File: config.mk
export PLATFORM = sky130hd
export DESIGN_NAME = obs_dump_scanner
export DESIGN_NICKNAME = d
export VERILOG_FILES = /design/src/rtl/obs_pkg.sv /design/src/rtl/obs_dump_scanner.sv
export SDC_FILE = /design/constraint.sdc
export NUM_CORES = 1
export LEC_CHECK = 0
export ABC_AREA = 1
export CAP_MARGIN = 20
export CORE_ASPECT_RATIO = 0.8
export CORE_MARGIN = 2
export CORE_UTILIZATION = 40
export DETAILED_ROUTE_END_ITERATION = 12
export HOLD_SLACK_MARGIN = 0.05
export SETUP_SLACK_MARGIN = 0.05
export SKIP_LAST_GASP = 1
export SYNTH_ARGS = -nofsm -noshare
export SYNTH_HDL_FRONTEND = slang
export SYNTH_SLANG_ARGS = --single-unit
File: constraint.sdc
create_clock -name clk -period 2.7 [get_ports clk]
set_input_delay 0.54 -clock clk [delete_from_list [all_inputs] [get_ports clk]]
set_output_delay 0.54 -clock clk [all_outputs]
set_load 0.01 [all_outputs]
File: src/rtl/obs_pkg.sv
// Shared definitions for the observer dump scanner: mode encodings, FSM
// states, tag-byte layout and the sweep-index decode.
// The SEND_CSUM state exists only when OBS_DUMP_CSUM_EN is defined.
package obs_pkg;

  localparam int RegBus     = 16;
  localparam int RegAddrBus = 4;
  localparam int ModeBus    = 3;
  localparam int IdxBus     = 5;

  localparam logic [ModeBus-1:0] OBS_MODE_REG   = 3'd0;
  localparam logic [ModeBus-1:0] OBS_MODE_PC    = 3'd1;
  localparam logic [ModeBus-1:0] OBS_MODE_IR    = 3'd2;
  localparam logic [ModeBus-1:0] OBS_MODE_ALU_A = 3'd3;
  localparam logic [ModeBus-1:0] OBS_MODE_ALU_B = 3'd4;
  localparam logic [ModeBus-1:0] OBS_MODE_ALU_O = 3'd5;

  // Bit 7 of a tag byte is always set so the host can resync on tags.
  localparam logic [7:0] TAG_MARK = 8'h80;

  typedef enum logic [3:0] {
    ST_IDLE,
    ST_SELECT,
    ST_CAPTURE,
    ST_SEND_TAG,
    ST_SEND_HI,
    ST_SEND_LO,
    ST_NEXT,
`ifdef OBS_DUMP_CSUM_EN
    ST_SEND_CSUM,
`endif
    ST_DONE
  } obs_state_e;

  typedef struct packed {
    logic [ModeBus-1:0]    mode;
    logic [RegAddrBus-1:0] sel;
  } obs_item_t;

  // GPRs first (sel = index), then PC, IR, ALU_A, ALU_B, ALU_O with sel = 0.
  function automatic obs_item_t obs_decode(input logic [IdxBus-1:0] idx,
                                           input logic [IdxBus-1:0] num_regs);
    obs_item_t         item;
    logic [IdxBus-1:0] offset;
    item.mode = OBS_MODE_REG;
    item.sel  = '0;
    offset    = idx - num_regs;
    if (idx < num_regs) begin
      item.sel = idx[RegAddrBus-1:0];
    end else begin
      case (offset)
        5'd0:    item.mode = OBS_MODE_PC;
        5'd1:    item.mode = OBS_MODE_IR;
        5'd2:    item.mode = OBS_MODE_ALU_A;
        5'd3:    item.mode = OBS_MODE_ALU_B;
        default: item.mode = OBS_MODE_ALU_O;
      endcase
    end
    return item;
  endfunction

endpackage

File: src/rtl/obs_dump_scanner.sv
// Observer dump scanner: walks every visible CPU register through the
// observer port and streams {tag, hi, lo} bytes per item on a valid/ready
// link. Defining OBS_DUMP_CSUM_EN appends an XOR checksum byte per sweep.
//
// state     | meaning
// ----------+------------------------------------------------------------
// IDLE      | waiting for start_i, observer selects parked at 0
// SELECT    | mode/sel driven, settle counter running
// CAPTURE   | latch observer data into the word register
// SEND_TAG  | emit {1, mode, sel}
// SEND_HI   | emit word[15:8]
// SEND_LO   | emit word[7:0]
// NEXT      | advance index or finish the sweep
// SEND_CSUM | emit XOR of all bytes of the sweep (optional)
// DONE      | one-cycle done pulse, restart if continuous_i
import obs_pkg::*;

module obs_dump_scanner #(
  parameter int SETTLE_CYCLES = 1,
  parameter int NUM_REGS      = 16
) (
  input  logic                  clk,
  input  logic                  rst,
  input  logic                  start_i,
  input  logic                  continuous_i,
  output logic [ModeBus-1:0]    mode_o,
  output logic [RegAddrBus-1:0] reg_sel_o,
  input  logic [RegBus-1:0]     data_i,
  output logic [7:0]            tx_data_o,
  output logic                  tx_valid_o,
  input  logic                  tx_ready_i,
  output logic                  busy_o,
  output logic                  done_o
);

  localparam logic [3:0]        SETTLE_INIT = 4'(SETTLE_CYCLES - 1);
  localparam logic [IdxBus-1:0] NREGS       = IdxBus'(NUM_REGS);
  localparam logic [IdxBus-1:0] LAST_IDX    = IdxBus'(NUM_REGS + 4);

  obs_state_e            r_state;
  obs_state_e            w_next_state;
  logic [IdxBus-1:0]     r_idx;
  logic [ModeBus-1:0]    r_mode;
  logic [RegAddrBus-1:0] r_sel;
  logic [3:0]            r_settle;
  logic [RegBus-1:0]     r_word;
`ifdef OBS_DUMP_CSUM_EN
  logic [7:0]            r_csum;
`endif

  logic [7:0]            w_tx_data;
  logic                  w_tx_valid;
  logic                  w_busy;
  logic                  w_done;
  logic                  w_enter_select;
  logic                  w_sweep_start;
  logic [IdxBus-1:0]     w_sel_idx;
  obs_item_t             w_item;

  // Selects are loaded only on SELECT entry so the observer input stays
  // frozen across settle, capture and all send stalls of an item.
  assign w_enter_select = (w_next_state == ST_SELECT) && (r_state != ST_SELECT);
  assign w_sweep_start  = w_enter_select && (r_state != ST_NEXT);
  assign w_sel_idx      = (r_state == ST_NEXT) ? r_idx + 5'd1 : '0;
  assign w_item         = obs_decode(w_sel_idx, NREGS);

  // Next-state and output decode; tx_valid depends on state only.
  always_comb begin
    w_next_state = r_state;
    w_tx_data    = '0;
    w_tx_valid   = 1'b0;
    w_busy       = 1'b1;
    w_done       = 1'b0;
    case (r_state)
      ST_IDLE: begin
        w_busy = 1'b0;
        if (start_i) w_next_state = ST_SELECT;
      end
      ST_SELECT: begin
        if (r_settle == '0) w_next_state = ST_CAPTURE;
      end
      ST_CAPTURE: w_next_state = ST_SEND_TAG;
      ST_SEND_TAG: begin
        w_tx_valid = 1'b1;
        w_tx_data  = TAG_MARK | {1'b0, r_mode, r_sel};
        if (tx_ready_i) w_next_state = ST_SEND_HI;
      end
      ST_SEND_HI: begin
        w_tx_valid = 1'b1;
        w_tx_data  = r_word[15:8];
        if (tx_ready_i) w_next_state = ST_SEND_LO;
      end
      ST_SEND_LO: begin
        w_tx_valid = 1'b1;
        w_tx_data  = r_word[7:0];
        if (tx_ready_i) w_next_state = ST_NEXT;
      end
      ST_NEXT: begin
        if (r_idx == LAST_IDX) begin
`ifdef OBS_DUMP_CSUM_EN
          w_next_state = ST_SEND_CSUM;
`else
          w_next_state = ST_DONE;
`endif
        end else begin
          w_next_state = ST_SELECT;
        end
      end
`ifdef OBS_DUMP_CSUM_EN
      ST_SEND_CSUM: begin
        w_tx_valid = 1'b1;
        w_tx_data  = r_csum;
        if (tx_ready_i) w_next_state = ST_DONE;
      end
`endif
      ST_DONE: begin
        w_busy       = 1'b0;
        w_done       = 1'b1;
        w_next_state = continuous_i ? ST_SELECT : ST_IDLE;
      end
      default: begin
        w_busy       = 1'b0;
        w_next_state = ST_IDLE;
      end
    endcase
  end

  // State register plus the index, select, settle and capture datapath.
  always_ff @(posedge clk) begin
    if (rst) begin
      r_state  <= ST_IDLE;
      r_idx    <= '0;
      r_mode   <= '0;
      r_sel    <= '0;
      r_settle <= '0;
      r_word   <= '0;
    end else begin
      r_state <= w_next_state;
      if (w_enter_select) begin
        r_idx    <= w_sel_idx;
        r_mode   <= w_item.mode;
        r_sel    <= w_item.sel;
        r_settle <= SETTLE_INIT;
      end else if (w_next_state == ST_IDLE) begin
        r_idx  <= '0;
        r_mode <= '0;
        r_sel  <= '0;
      end else if (r_state == ST_SELECT && r_settle != '0) begin
        r_settle <= r_settle - 4'd1;
      end
      if (r_state == ST_CAPTURE) r_word <= data_i;
    end
  end

`ifdef OBS_DUMP_CSUM_EN
  // XOR of every tag/hi/lo byte accepted in the current sweep.
  always_ff @(posedge clk) begin
    if (rst || w_sweep_start) begin
      r_csum <= '0;
    end else if (w_tx_valid && tx_ready_i && r_state != ST_SEND_CSUM) begin
      r_csum <= r_csum ^ w_tx_data;
    end
  end
`endif

  assign mode_o     = r_mode;
  assign reg_sel_o  = r_sel;
  assign tx_data_o  = w_tx_data;
  assign tx_valid_o = w_tx_valid;
  assign busy_o     = w_busy;
  assign done_o     = w_done;

endmodule

# After elaboration in Yosys (flattened, before gate mapping)
# Cells that the tools add are included.
# W data, S select, Z words.
# classes
addsub	3
n_mux	22
bitwise_logic	1
n_lt_le_gt_ge	1
eq_ne	13
reduce_logical	12
# op_table
operator	n
$mux W4	8
$pmux W4 S8	1
$pmux W8 S3	1
$eq A4 B3 Y1 const B	4
$mux W5	3
$logic_not A4 Y1	3
$mux W3	4
$pmux W3 S4	1
$eq A5 B2 Y1 const B	2
$eq A4 B1 Y1 const B	2
$eq A4 B2 Y1 const B	2
$reduce_or A6 Y1	1
$add A5 B1 Y5 const B	1
$eq A5 B1 Y1 const B	1
$eq A5 B5 Y1 const B	1
$logic_not A5 Y1	1
$lt A5 B5 Y1 const B	1
$sub A5 B5 Y5 const B	1
$mux W1	4
$ne A4 B1 Y1 const B	1
$reduce_bool A4 Y1	1
$sub A4 B1 Y4 const B	1
$reduce_or A3 Y1	1
$logic_and A1 B1 Y1	2
other kinds (4)	4
# totals
word_cells	58
ff_bits	36
output_inout_bits	18
inputBits	21

# Depth between registers and ports, before layout
# Gate-level depths: netlist of run 1.
# logic_depth
ltp_word	7
mapped_depth	13

# Worst setup path before layout of run 1
# Ideal clock, no wire load.
# synth_path
path_type	reg2out
from	register r_state[2]
to	output tx_data_o[3]
path_slack_ns	1.064
required_time_ns	2.160
n_path_buf	1
arrival_time_ns	1.096
path_stages_with_launch	8
cell_sequence	dfxtp_1 -> inv_2 -> nor2_4 -> buf_2 -> nand2_1 -> inv_1 -> nand2_1 -> o211ai_1
# synth_between
elab_chain_cells	2
word_cells_on_any_way	4
classes_between	eq/ne (3); mux (1)
# synth_lines
item	line	text
from (decl)	obs_dump_scanner.sv:40	obs_state_e r_state;
from (signal assigned)	obs_dump_scanner.sv:138	r_state <= w_next_state;
$eq A4 B3 Y1 or $eq A4 B2 Y1 (tied branches)	obs_dump_scanner.sv:74	case (r_state)
$pmux W8 S3 *	obs_dump_scanner.sv:74	
to (decl)	obs_dump_scanner.sv:29	output logic [7:0] tx_data_o,
# Every way passes the cells marked *; elsewhere a longest branch is shown, timed or not.

# Final worst setup path of run 1
# layout_path
from	register r_state[1]
to	output tx_data_o[3]
# The elaborated chain is that of the path after synthesis.

==> results of run 1 <==
[cells by family (layout without fill, tap and decap cells)]
kind of cell / after synthesis / count (layout)
and+or+nand+nor: 173 / 173
adders and majority gates: 3 / 3
buffers and inverters: 38 / 80
xor gates and xnor gates: 1 / 1
other: 1 / 1
AOI/OAI and AO/OA: 35 / 35
DFF: 36 / 36
[repair_timing]
item,in CTS,in global routing
hold buffers,0,0
setup endpoints to repair,0,3
buffers inserted,0,0
gates resized for setup,0,4
[synthesized netlist by cell type, drive strengths merged]
master	instances
nor2	67
nand2	65
dfxtp	36
nand3	34
inv	30
o21ai	17
a21oi	14
nand4	6
buf	4
clkbuf	3
ha	3
o211ai	2
conb	1
dlymetal6s2s	1
o21bai	1
o22ai	1
or2	1
xor2	1
[stage by stage]
step                      total power [mW]  area [µm²]  hold slack (ns)  std cells
after CTS                             1.12        2510            0.469        389
after global routing                  1.16        2520            0.496        389
after detailed placement             0.652        2410            0.458        381
final                                 1.11        2520            0.464        389
after floorplan                      0.610        1980            0.444        287
after global placement               0.652        2410            0.457        381
[registers in the layout, summed over array words and instances, names as in the netlist]
name       count
r_state        4
mode_o         3
reg_sel_o      4
r_settle       4
r_word        16
r_idx          5
[power by group through the flow]
stage | Sequential [mW] | Clock (mW) | Combinational, mW
floorplan | 0.553 | 0 | 0.0569
global placement | 0.554 | 0 | 0.0975
detailed placement | 0.554 | 0 | 0.0975
CTS | 0.542 | 0.482 | 0.0977
global route | 0.543 | 0.509 | 0.109
finish | 0.543 | 0.474 | 0.0977
[layer usage]
layer  GRT usage  part of all wire  vias to the layer above
met5           0                 0                        -
met3      0.0650             0.066                        4
met4      0.0553            0.0068                        0
li1            -                 -                      997
met2       0.275              0.40                       64
met1       0.300              0.53                      830
[path summary, 6_finish.rpt]
check / end / start / cells after the start / slack, ns
max: tx_data_o[3] / r_state[1]$_SDFF_PP0_ / 5 / 0.22
min: r_settle[0]$_SDFFE_PP0P_ / r_settle[0]$_SDFFE_PP0P_ / 2 / 0.46
max reg2reg: r_idx[2]$_SDFFE_PP0P_ / r_state[3]$_SDFF_PP0_ / 11 / 0.84
min reg2reg: r_settle[0]$_SDFFE_PP0P_ / r_settle[0]$_SDFFE_PP0P_ / 2 / 0.46
[area by class of cell]
class | instances | area (µm²) | share of cell area
multi-input combinational | 213 | 1090 | 0.432
tap | 60 | 75.1 | 0.0298
clock buffer | 6 | 72.6 | 0.0288
timing repair buffer | 42 | 410 | 0.163
clock inverter | 2 | 35.0 | 0.0139
sequential | 36 | 723 | 0.287
inverter | 30 | 115 | 0.0457
[worst max-delay path, stage by stage, from the launching register on]
cell	delay [ns]
sky130_fd_sc_hd__dfxtp_2	0.41
sky130_fd_sc_hd__nand2_1	0.10
sky130_fd_sc_hd__inv_2	0.16
sky130_fd_sc_hd__nand2_1	0.16
sky130_fd_sc_hd__o211ai_1	0.23
sky130_fd_sc_hd__clkdlybuf4s50_1	0.58
[cells in the final DEF, fill, tap and decap left out, drive strengths merged]
cell type and instances:
o21bai 1, nand3 34, o211ai 2, a21oi 14, clkdlybuf4s50 38, or2 1
xor2 1, buf 4, bufinv 1, nand2 65, dfxtp 36, o21ai 17
o22ai 1, clkinv 1, conb 1, ha 3, inv 30, nor2 67
nand4 6, clkbuf 6
==> results.txt, run 1 <==
The flow ran to the end, and the final reports show no timing, DRC or antenna violations. Synthesis handed over a netlist of around 290 instances. The number of sinks on the clock net is 36. The max-slew headroom at the worst pin came out at 0.667.

The sequential cell fraction of total power came out at 0.487. 0 antenna diodes ended up in the layout. The number of synthesized register bits is 36. The worst setup path is captured at an output pin. The final net count came out at roughly 350.

The core region is 4680 µm². Each instance of the synthesized netlist takes up on average 6.89 µm². The clock latency on the worst-skew pair came out at ~0.29 ns. The via count is between 1,500 and 2,000. The initial antenna violation count came out at 0.

The internal portion of the total power is 857 µW. The summed instance area of the synthesized netlist is slightly below 2000 µm². The pin count of the biggest net entering global routing came out at 19. At the pin with the least slew margin, the transition time is about 0.50 ns. Summed over all cells, the static leakage comes to roughly 1.0 nW. The initial core utilization came out at 0.423.

STA classifies the critical path startpoint as a flop. The count of buffers inserted at the top-level ports came out at 38. The number of nets in the synthesized netlist came out at around 310. The complex-gate fraction of the synthesized area came out at 0.106. Synthesis instantiated 30 different standard cells from the library. The final critical delay including setup and external delays is around 2.5 ns. In the post-synthesis netlist, the biggest area contributors are sky130_fd_sc_hd__dfxtp_1, sky130_fd_sc_hd__nand2_1, sky130_fd_sc_hd__nor2_1.

The top fanout value on the critical path is 10. The xor/xnor cell area share of the yosys netlist came out at 0.00443. The fraction of final layout cells with drive strength greater than 1 came out at 0.149. Once routing completed, OpenROAD measured the worst setup slack at around 0.22 ns. The number of remaining DRC errors is 0. The total I/O pin count is 39. At the placement stage, the worst setup path has a slack of about 0.46 ns.

The portion of synthesized cell area occupied by the leading cell type came out at 0.364. The area growth from synthesis to layout is 27.5%. The die boundary width came out at 82.6 µm. The portion of synthesized area spent on multiplexers is 0. Of the total synthesized cell area, the portion taken by AND, OR, NAND and NOR gates is 0.417. The setup clock skew after layout came out at about 0.0024 ns. The data arrival time at the worst-slack endpoint is a little under 2 ns. The height of the chip came out at 66.9 µm.

Yosys printed 0 warnings. The path class of the tightest hold or removal check is reg2reg. The part of the cycle the worst path needs came out at 0.917. The number of global-route vias before repair came to about 1,700. The max-slew violation total from the final report came out at 0.

The number of search-and-repair iterations in the first detailed-routing pass is 4. Routability-driven placement finished with a final weighted congestion of ~0.8. Setup repair after global routing left no endpoint under its margin.

The net switching power is 258 µW. Clock-pin slew was measured on the worst setup and hold paths at roughly 0.070 ns. The post-synthesis share of cell area spent on full adders, half adders and majority gates is 0.0190. The sum of negative setup slack is 0 ns. The number of failing hold endpoints at the final stage came to 0.

Detailed placement finished with a half-perimeter wire length of ~3700 µm. The maximum clock insertion buffer count is 2. The utilization after layout is 0.539.

The critical path is of the reg2out type. Clock tree synthesis selected as its root buffer the cell sky130_fd_sc_hd__clkbuf_8. Summed over all layers, the global routing overflow is 0. The number of fill cells came out at between 400 and 500. The synthesized design spends more area on one cell type than any other, namely sky130_fd_sc_hd__dfxtp_1.

In the routed layout, each cell is associated on average with a via count of around 4.9. The number of clock buffers added by TritonCTS is 5. The die footprint came out at around 5500 µm². The power density over the cells came out at 442 nW/µm². The proportion of power drawn by the clock network came out at 0.425. The standard-cell row count is 22.

The detail-routed net length per standard cell is ~13 µm. The final-report setup violation count is 0. The worst voltage drop across the vdd grid came out at a little over 300 µV. The number of max-capacitance violations reported is 0. The sum of routed wire length over all layers came out at 4980 µm. The power share of the combinational group came out at 0.088. The sequential cell area fraction in the yosys report came out at 0.364. TritonCTS built the clock tree. Of the total power, the share spent switching nets is 0.231. The global-route wire length before repair is slightly above 8000 µm.

For this run, the top clock speed supported by timing is 0.404 GHz. Across every metal layer, demand over resource in global routing totals 0.202. The number of levels in the clock H-tree came out at 2. The data required time of the worst path is 2.16 ns. After the first detailed-routing iteration, the DRC count stood at 94. After synthesis, the largest family of logic cells by area is simple AND/OR/NAND/NOR gates.

The count of nets left with antenna violations once routing finished came out at 0.
Note: power is estimated with default switching activity, not from simulation.
==> inputs of run 2 (changes only) <==
--- a/config.mk
+++ b/config.mk
@@ -8,7 +8,6 @@
 export ABC_AREA = 1
 export CAP_MARGIN = 20
 export CORE_ASPECT_RATIO = 0.8
-export CORE_MARGIN = 2
 export CORE_UTILIZATION = 40
 export DETAILED_ROUTE_END_ITERATION = 12
 export HOLD_SLACK_MARGIN = 0.05
==> run 2 against run 1 <==
Against the previous run:
- highest routed layer unchanged
- worst setup slack got worse by 0.0064 ns
- largest power group unchanged
- largest cell class unchanged
- non-clock buffer count unchanged
- via count shrank 0.16%
- maximum frequency is 0.26% lower
- clock-buffer cell count grew 2
- sequential power barely moved
- cell count unchanged
==> results.txt, run 2 (synthesis gave the netlist of run 1 again) <==
The flow ran to the end, and the final reports show no timing, DRC or antenna violations. The proportion of power drawn by the clock network came out at 0.384. The critical path ends at tx_data_o[3]. Of the total power, the share spent switching nets is 0.238.

The number of cells on the worst reg-to-reg path is 12. The highest cell delay on the worst timing path is 0.57 ns. The sequential cell area came out at slightly above 700 µm². The worst setup path is of the reg2out kind. The clock-pin slew of the registers on the worst-case setup and hold paths came out at ~0.070 ns. Adding up every negative setup slack in the final design gives 0 ns. The global routing stage identified its most utilized layer as met1. The pin count of the biggest net entering global routing is 19.

The final-report setup violation count is 0. The initial utilization of the core area, before any placement, comes to 0.423. The cell family contributing the most delay on the critical path is buffers and inverters. The filler cells instantiated in the layout total roughly 500. Counting buffers and inverters, the worst setup path is 6 cells deep. In this run the core area contains 22 standard-cell rows. The number of sinks on the clock net came out at 36.

The die footprint came out at about 5200 µm². The most common cell after layout, fill and taps aside is sky130_fd_sc_hd__nand2_1. The number of nets still failing antenna checks after routing came out at 0. Once layout is complete, the utilization of the core stands at 0.534. For this run, global-route usage on met2 was measured as 0.279. In this run, the number of DRC markers left after iteration 0 of detailed routing was 85. Dividing the detail-routed via count by the number of cells gives 4.86. The worst voltage drop across the vdd grid came out at between 200 and 300 µV. The transition time at the pin with the least slew margin is ~0.51 ns. The global-route met1 utilization is 0.306. The maximum clock insertion buffer count is 2. During placement, the flow inserted port buffers numbering 38. The area of the placeable core came out at 4680 µm². The total I/O pin count came out at 39. Across all layers, the routed design uses about 1,900 vias.

Power spread over the standard cell area amounts to 415 nW/µm². The synthesis-to-layout area growth is 26.3%. The number of failing hold endpoints at the final stage is 0.

The number of antenna diodes in the final layout is 0. The data arrival time at the worst-slack endpoint came out at 1.94 ns. The number of hold buffers added after CTS was 0.

Walking the worst path, the cells encountered are nor2_1, nand2_1, inv_1, nand2_1, o211ai_1, clkdlybuf4s50_1. TritonCTS built the clock tree. After detailed routing, the number of remaining DRC violations is 0. For flop-to-flop paths, the worst setup slack is 0.94 ns. The share of total power dissipated in combinational logic is 0.093. The clock period could shrink to around 2.5 ns. The cell sitting at the root of the clock tree is a sky130_fd_sc_hd__clkbuf_8. The clock latency on the worst-skew pair is 0.29 ns. The setup clock skew after layout came out at between 0.006 and 0.007 ns. The endpoint identified for the worst register-to-register timing path is r_idx[0]$_SDFFE_PP0P_. The critical path contains buffers and inverters numbering 2 combined. Tracing the worst setup path back leads to its startpoint at r_state[0]$_SDFF_PP0_. The largest register by flop count is r_word. The analysis attributes to cell leakage a power of around 1.0 nW. The die is 80.6 µm wide. The detailed-placement wirelength estimate is 3650 µm.

From bottom edge to top edge, the die measures 64.9 µm. The overall fraction of global-route tracks in use came out at 0.202. The post-CTS repair timing setup buffer count came out at 0. The detail-routed net length per standard cell came out at around 12 µm.

The met3 routing resource usage after global routing came out at 0.0465. The routability congestion estimate from global placement came out at ~0.80. In this run the power spent charging and discharging nets is approximately 250 µW. The top fanout value on the critical path is 8. The sum of routed wire length over all layers is just under 5000 µm. Of the available clock period, the critical path in the final layout requires 0.919.

The register with the most flip-flops in the layout has 16 of them. The tool flagged a number of max-cap violations equal to 0. STA classifies the critical path startpoint as a flop. The worst setup path is captured at an output pin. Setup repair after global routing left no endpoint under its margin. For this run, the post-layout net count is 352. Summing all multi-input logic gate instances after layout gives ~1100 µm². After global routing the overflow that remains totals 0. Headroom to the max-slew limit came out at 0.661. The largest individual stage delay along the critical path comes from the cell sky130_fd_sc_hd__clkdlybuf4s50_1. In the layout the commonest cells are sky130_fd_sc_hd__nand2_1, sky130_fd_sc_hd__nor2_1, sky130_fd_sc_hd__clkdlybuf4s50_1.

For the worst setup path, the data required time is between 2 and 2.5 ns. The number of buffers created by CTS came out at 5. The fraction of final layout cells with drive strength greater than 1 is 0.140.

The number of global-route vias before repair came out at around 1,700. The initial antenna violation count is 0. The startpoint of the worst-slack reg-to-reg timing path is r_idx[0]$_SDFFE_PP0P_. The global-route wire length before repair is between 7000 and 8000 µm. The number of search-and-repair iterations in the first detailed-routing pass is 4. The cell occurring most often along the worst timing path is sky130_fd_sc_hd__nand2_1.

The sequential cell fraction of total power is 0.523. The max-slew violation total from the final report came out at 0. The worst hold path belongs to the class reg2reg. The largest registers in the layout are r_word x16, r_idx x5. The number of levels in the clock H-tree is 2.

The maximum frequency from static timing analysis came out at ~0.4 GHz. Cell internal power was estimated by the tool at slightly below 800 µW.
[run 2: worst min path at each step]
stage | slack (ns) | end | startpoint | depth (start not counted)
2_1_floorplan | 0.44 | r_settle[0]$_SDFFE_PP0P_ | r_settle[0]$_SDFFE_PP0P_ | 2
3_3_place_gp | 0.46 | r_settle[0]$_SDFFE_PP0P_ | r_settle[0]$_SDFFE_PP0P_ | 2
4_1_cts | 0.47 | r_settle[0]$_SDFFE_PP0P_ | r_settle[0]$_SDFFE_PP0P_ | 2
6_report | 0.47 | r_settle[0]$_SDFFE_PP0P_ | r_settle[0]$_SDFFE_PP0P_ | 2
5_1_grt | 0.50 | r_settle[0]$_SDFFE_PP0P_ | r_settle[0]$_SDFFE_PP0P_ | 2
3_5_place_dp | 0.46 | r_settle[0]$_SDFFE_PP0P_ | r_settle[0]$_SDFFE_PP0P_ | 2
[run 2: through the flow]
step | area [µm²] | hold WS (ns) | instances | setup WS, ns | power, mW
final | 2500 | 0.472 | 389 | 0.218 | 1.04
after CTS | 2500 | 0.473 | 389 | 0.163 | 1.05
after detailed placement | 2410 | 0.460 | 381 | 0.490 | 0.652
after global routing | 2500 | 0.498 | 389 | 0.0701 | 1.07
after global placement | 2410 | 0.456 | 381 | 0.479 | 0.651
after floorplan | 1980 | 0.444 | 287 | 1.06 | 0.610
[run 2: power by group through the flow]
stage                     Combinational [mW]  Clock [mW]  Sequential [mW]
after floorplan                       0.0569           0            0.553
after global placement                0.0970           0            0.554
after detailed placement              0.0972           0            0.554
after CTS                             0.0975       0.406            0.542
after global routing                   0.107       0.425            0.543
final                                 0.0970       0.399            0.542
[run 2: area by class of cell]
type	instances	share of cell area
Multi-Input combinational cell	213	0.434
Sequential cell	36	0.289
Timing Repair Buffer	42	0.164
Inverter	30	0.0461
Clock buffer	8	0.0361
Tap cell	60	0.0300
[run 2: repair_timing]
action | 4_1_cts | 5_1_grt
gates resized for setup | 0 | 2
endpoints found under the hold margin | 0 | 0
setup endpoints to repair | 0 | 2
[run 2: layer usage]
| layer | wire length (µm) | vias up | share of wire |
|---|---|---|---|
| met4 | 59 | 0 | 0.012 |
| met2 | 1900 | 56 | 0.39 |
| met1 | 2640 | 837 | 0.55 |
| met5 | 0 | - | 0 |
| met3 | 234 | 7 | 0.048 |
| li1 | - | 992 | - |
[run 2: worst min-delay path: cells and delay by family, from the launching register on]
kind	cells	cell delay, ns
AND/OR/NAND/NOR	1	0.06
AO/OA/AOI/OAI	1	0.05
flip-flops	1	0.31
